[config.mk]
export PLATFORM = sky130hd
export DESIGN_NAME = clk_div
export DESIGN_NICKNAME = d
export VERILOG_FILES = /design/src/rtl/clk_div.sv
export SDC_FILE = /design/constraint.sdc
export NUM_CORES = 1
export LEC_CHECK = 0
export CAP_MARGIN = 15
export CORE_AREA = 2 2 47 49
export DETAILED_ROUTE_END_ITERATION = 10
export DIE_AREA = 0 0 49 51
export GPL_TIMING_DRIVEN = 1
export PLACE_DENSITY = 0.69
export SLEW_MARGIN = 20
export SYNTH_ARGS = -nofsm -noshare
export SYNTH_HDL_FRONTEND = slang
export SYNTH_SLANG_ARGS = --single-unit
[constraint.sdc]
create_clock -name i_ref_clk -period 6.2 [get_ports i_ref_clk]
set_input_delay 1.24 -clock i_ref_clk [delete_from_list [all_inputs] [get_ports i_ref_clk]]
set_output_delay 1.24 -clock i_ref_clk [all_outputs]
set_load 0.02 [all_outputs]
[src/rtl/clk_div.sv]
// Programmable integer clock divider with even/odd ratios.
// Ratios 0 and 1, or a deasserted enable, pass the reference clock straight through.
module clk_div #(
  parameter int unsigned RATIO_WIDTH = 8
) (
  input  logic                   i_ref_clk,
  input  logic                   i_rst_n,
  input  logic                   i_clk_en,
  input  logic [RATIO_WIDTH-1:0] i_div_ratio,
  output logic                   o_div_clk
);

  localparam logic [RATIO_WIDTH-1:0] ZERO = {RATIO_WIDTH{1'b0}};
  localparam logic [RATIO_WIDTH-1:0] ONE  = {{(RATIO_WIDTH-1){1'b0}}, 1'b1};

  // Low phase takes the extra cycle of an odd ratio; the max ratio still fits in RATIO_WIDTH bits.
  function automatic logic [RATIO_WIDTH-1:0] low_len(input logic [RATIO_WIDTH-1:0] n);
    return (n >> 1) + {{(RATIO_WIDTH-1){1'b0}}, n[0]};
  endfunction

  function automatic logic [RATIO_WIDTH-1:0] high_len(input logic [RATIO_WIDTH-1:0] n);
    return n >> 1;
  endfunction

  logic                   div_active_s;
  logic [RATIO_WIDTH-1:0] phase_len_s;
  logic [RATIO_WIDTH-1:0] cnt_r;
  logic [RATIO_WIDTH-1:0] cnt_nxt_s;
  logic                   div_reg_r;
  logic                   div_reg_nxt_s;

  assign div_active_s = i_clk_en && (i_div_ratio != ZERO) && (i_div_ratio != ONE);

  // Next phase/count; >= lets a mid-phase ratio reduction toggle at once instead of wrapping.
  always_comb begin
    cnt_nxt_s     = cnt_r;
    div_reg_nxt_s = div_reg_r;
    phase_len_s   = div_reg_r ? high_len(i_div_ratio) : low_len(i_div_ratio);
    if (!div_active_s) begin
      cnt_nxt_s     = ZERO;
      div_reg_nxt_s = 1'b0;
    end else if (cnt_r >= (phase_len_s - ONE)) begin
      cnt_nxt_s     = ZERO;
      div_reg_nxt_s = ~div_reg_r;
    end else begin
      cnt_nxt_s     = cnt_r + ONE;
    end
  end

  // Phase and counter registers with synchronous active-low reset.
  always_ff @(posedge i_ref_clk) begin
    if (!i_rst_n) begin
      cnt_r     <= ZERO;
      div_reg_r <= 1'b0;
    end else begin
      cnt_r     <= cnt_nxt_s;
      div_reg_r <= div_reg_nxt_s;
    end
  end

  // Bypass must be the raw reference clock, so this mux stays combinational.
  assign o_div_clk = div_active_s ? div_reg_r : i_ref_clk;

endmodule

==> metrics.txt <==
# fillers 208; Syn Std Cell Area 925 um2; placed inst area 0.00103 mm2; Static Leak 0.436 nW; cell taking the most area after synthesis dfxtp_1; Netlist cell types 34; Via density 5.21; area grow syn2layout 17.2%; Die Y-Extent 51 um; Worst setup EP type output pin; most common cell after layout, fill and taps aside nor2_1; met3 routed WL 48 um; core area 0.00206 mm2; Synth Area in Simple Gates 23.5%; Slew Viols, Final 0; metal2 WL 828 um; top_reg_cell synth dfxtp_1; sequential cell area 180 um2; Slew @ Worst Pin 293 ps; post-synthesis mux area share 3.38%; clk slew on worst S/H paths 60 ps; vias in the first global route 786; # port buffers 11; status finished clean; Hold Fails Final Rpt 0; final WL 1.80 mm; post-synthesis compound-gate area fraction 14.6%; Clock Latency Late Sink 370 ps; initial antenna violation count 0; Routed Antenna Nets 0; xor/xnor cell area share of the yosys netlist 14.2%; RSZ-0062 raised after global routing false; num rows 17; Post-Syn Nets 140; CTS tree done; DP Wirelength 1.44 mm; cells after synthesis 115; Worst Setup SP i_ref_clk; all-layer global routing usage 16.6%; commonest non-fill, non-tap cells in the layout nor2_1, ha_1, clkdlybuf4s50_1; final setup TNS 0 ps; asr flop ratio synth 0%; Syn Area/Cell 8.04 um2; initial core utilization 44.8%; Final Cell Area 0.00108 mm2; CTS resizes 0; Die ar. 0.00250 mm2; Worst slew margin 79.9%; fraction of layout cells with a size suffix above 1 7.75%; Power Total 0.188 mW; GRT overflow 0; Setup Crit Path Kind clock port to output pin; largest fanout on the critical path 2; Area contributors post-synth dfxtp_1, ha_1, xnor2_1; Synth Register Bits 9; Critical Path RT 4960 ps; final worst setup slack 848 ps; Post-synth EDFFs 0; gpl congestion 0.856; Worst Path Arrival 4110 ps; Die X 49 um; synth warn 0; Post CTS Setup Buffer Count 0; post-synth top area share 19.5%; Hold Slack 485 ps; wire per inst 11.4 um; highest routed layer met4; Worst Setup Start Kind clock port; Total Nets Final 155; multi-input logic area 691 um2; Hold Buf Count CTS 0; DP Worst Slack 1090 ps; via count 818; largest net degree at the start of global routing 9; Final setup viols 0; HP Class flip-flop to flip-flop; sequential share of the synthesized area 19.5%; main combinational cell family by area after synthesis simple AND/OR/NAND/NOR gates; Hold Startpoint cnt_r[0]; ANT cells 0; first-pass GRT wire length 3.08 mm; adder-cell share of the synthesized area 18.9%; Residual DRC 0; post-route clock skew 2.06 ps; IO Pins 12; Initial DRC Count 13; max-cap violation count 0; drt pass-1 iters 4; Met1 Wirelength 831 um; R2R Path Start div_reg_r; Worst VDD drop 0.0000918 V; power per cell area 173 mW/mm2
[worst paths after layout]
kind	to	slack, ps	cells after the start
worst max-delay path	o_div_clk	850	4
worst min-delay path	cnt_r[0]	490	1
worst max register to register	cnt_r[7]	2810	14
worst min register to register	cnt_r[0]	490	1
[synthesized netlist by cell type (2+ instances only)]
master,n
or2_2,2
a21oi_1,4
nor2_1,16
xor2_1,7
nand3_1,9
ha_1,14
o22ai_1,2
o21ai_0,4
buf_6,2
dfxtp_1,9
a31oi_1,2
a21o_1,4
mux2i_1,2
nand2_1,7
xnor2_1,8
inv_1,5
[routing by layer]
metal / GRT usage [%] / up-vias
li1: - / 426
met1: 17.7 / 369
met2: 26.5 / 15
met3: 3.80 / 8
met4: 17.6 / 0
met5: 0 / -
[sequential cells by signal (all words and copies together) (netlist names)]
| signal | count |
|---|---|
| div_reg_r | 1 |
| cnt_r | 8 |
[critical path, stage by stage]
cell             delay [ps]
clkbuf_4                100
clkbuf_4                110
mux2_2                  250
clkdlybuf4s50_1         540
[through the flow]
step | utilization [%] | cells
after detailed placement | 50.2 | 150
after CTS | 52.5 | 157
after global routing | 52.5 | 157
after floorplan | - | 115
after global placement | 50.2 | 150
final | 52.5 | 157
[cell type report]
type	count	area share, %
Clock buffer	8	5.43
Timing Repair Buffer	10	9.24
Multi-Input combinational cell	97	63.7
Inverter	5	1.73
Sequential cell	9	16.6
Tap cell	28	3.23
[cells by family after synthesis]
group / Yosys count
AO/OA/AOI/OAI: 21
XOR/XNOR: 15
adder cells (fa/ha/maj): 14
buffers and inverters: 9
flip-flops: 9
multiplexers: 3
AND/OR/NAND/NOR: 44
[power breakdown]
group	leakage, nW	internal, mW	switching (mW)
Combinational	0.326	0.0204	0.0211
Sequential	0.0728	0.0586	0.00106
Clock	0.0373	0.0545	0.0322
Power figures use the tool's default switching activity.
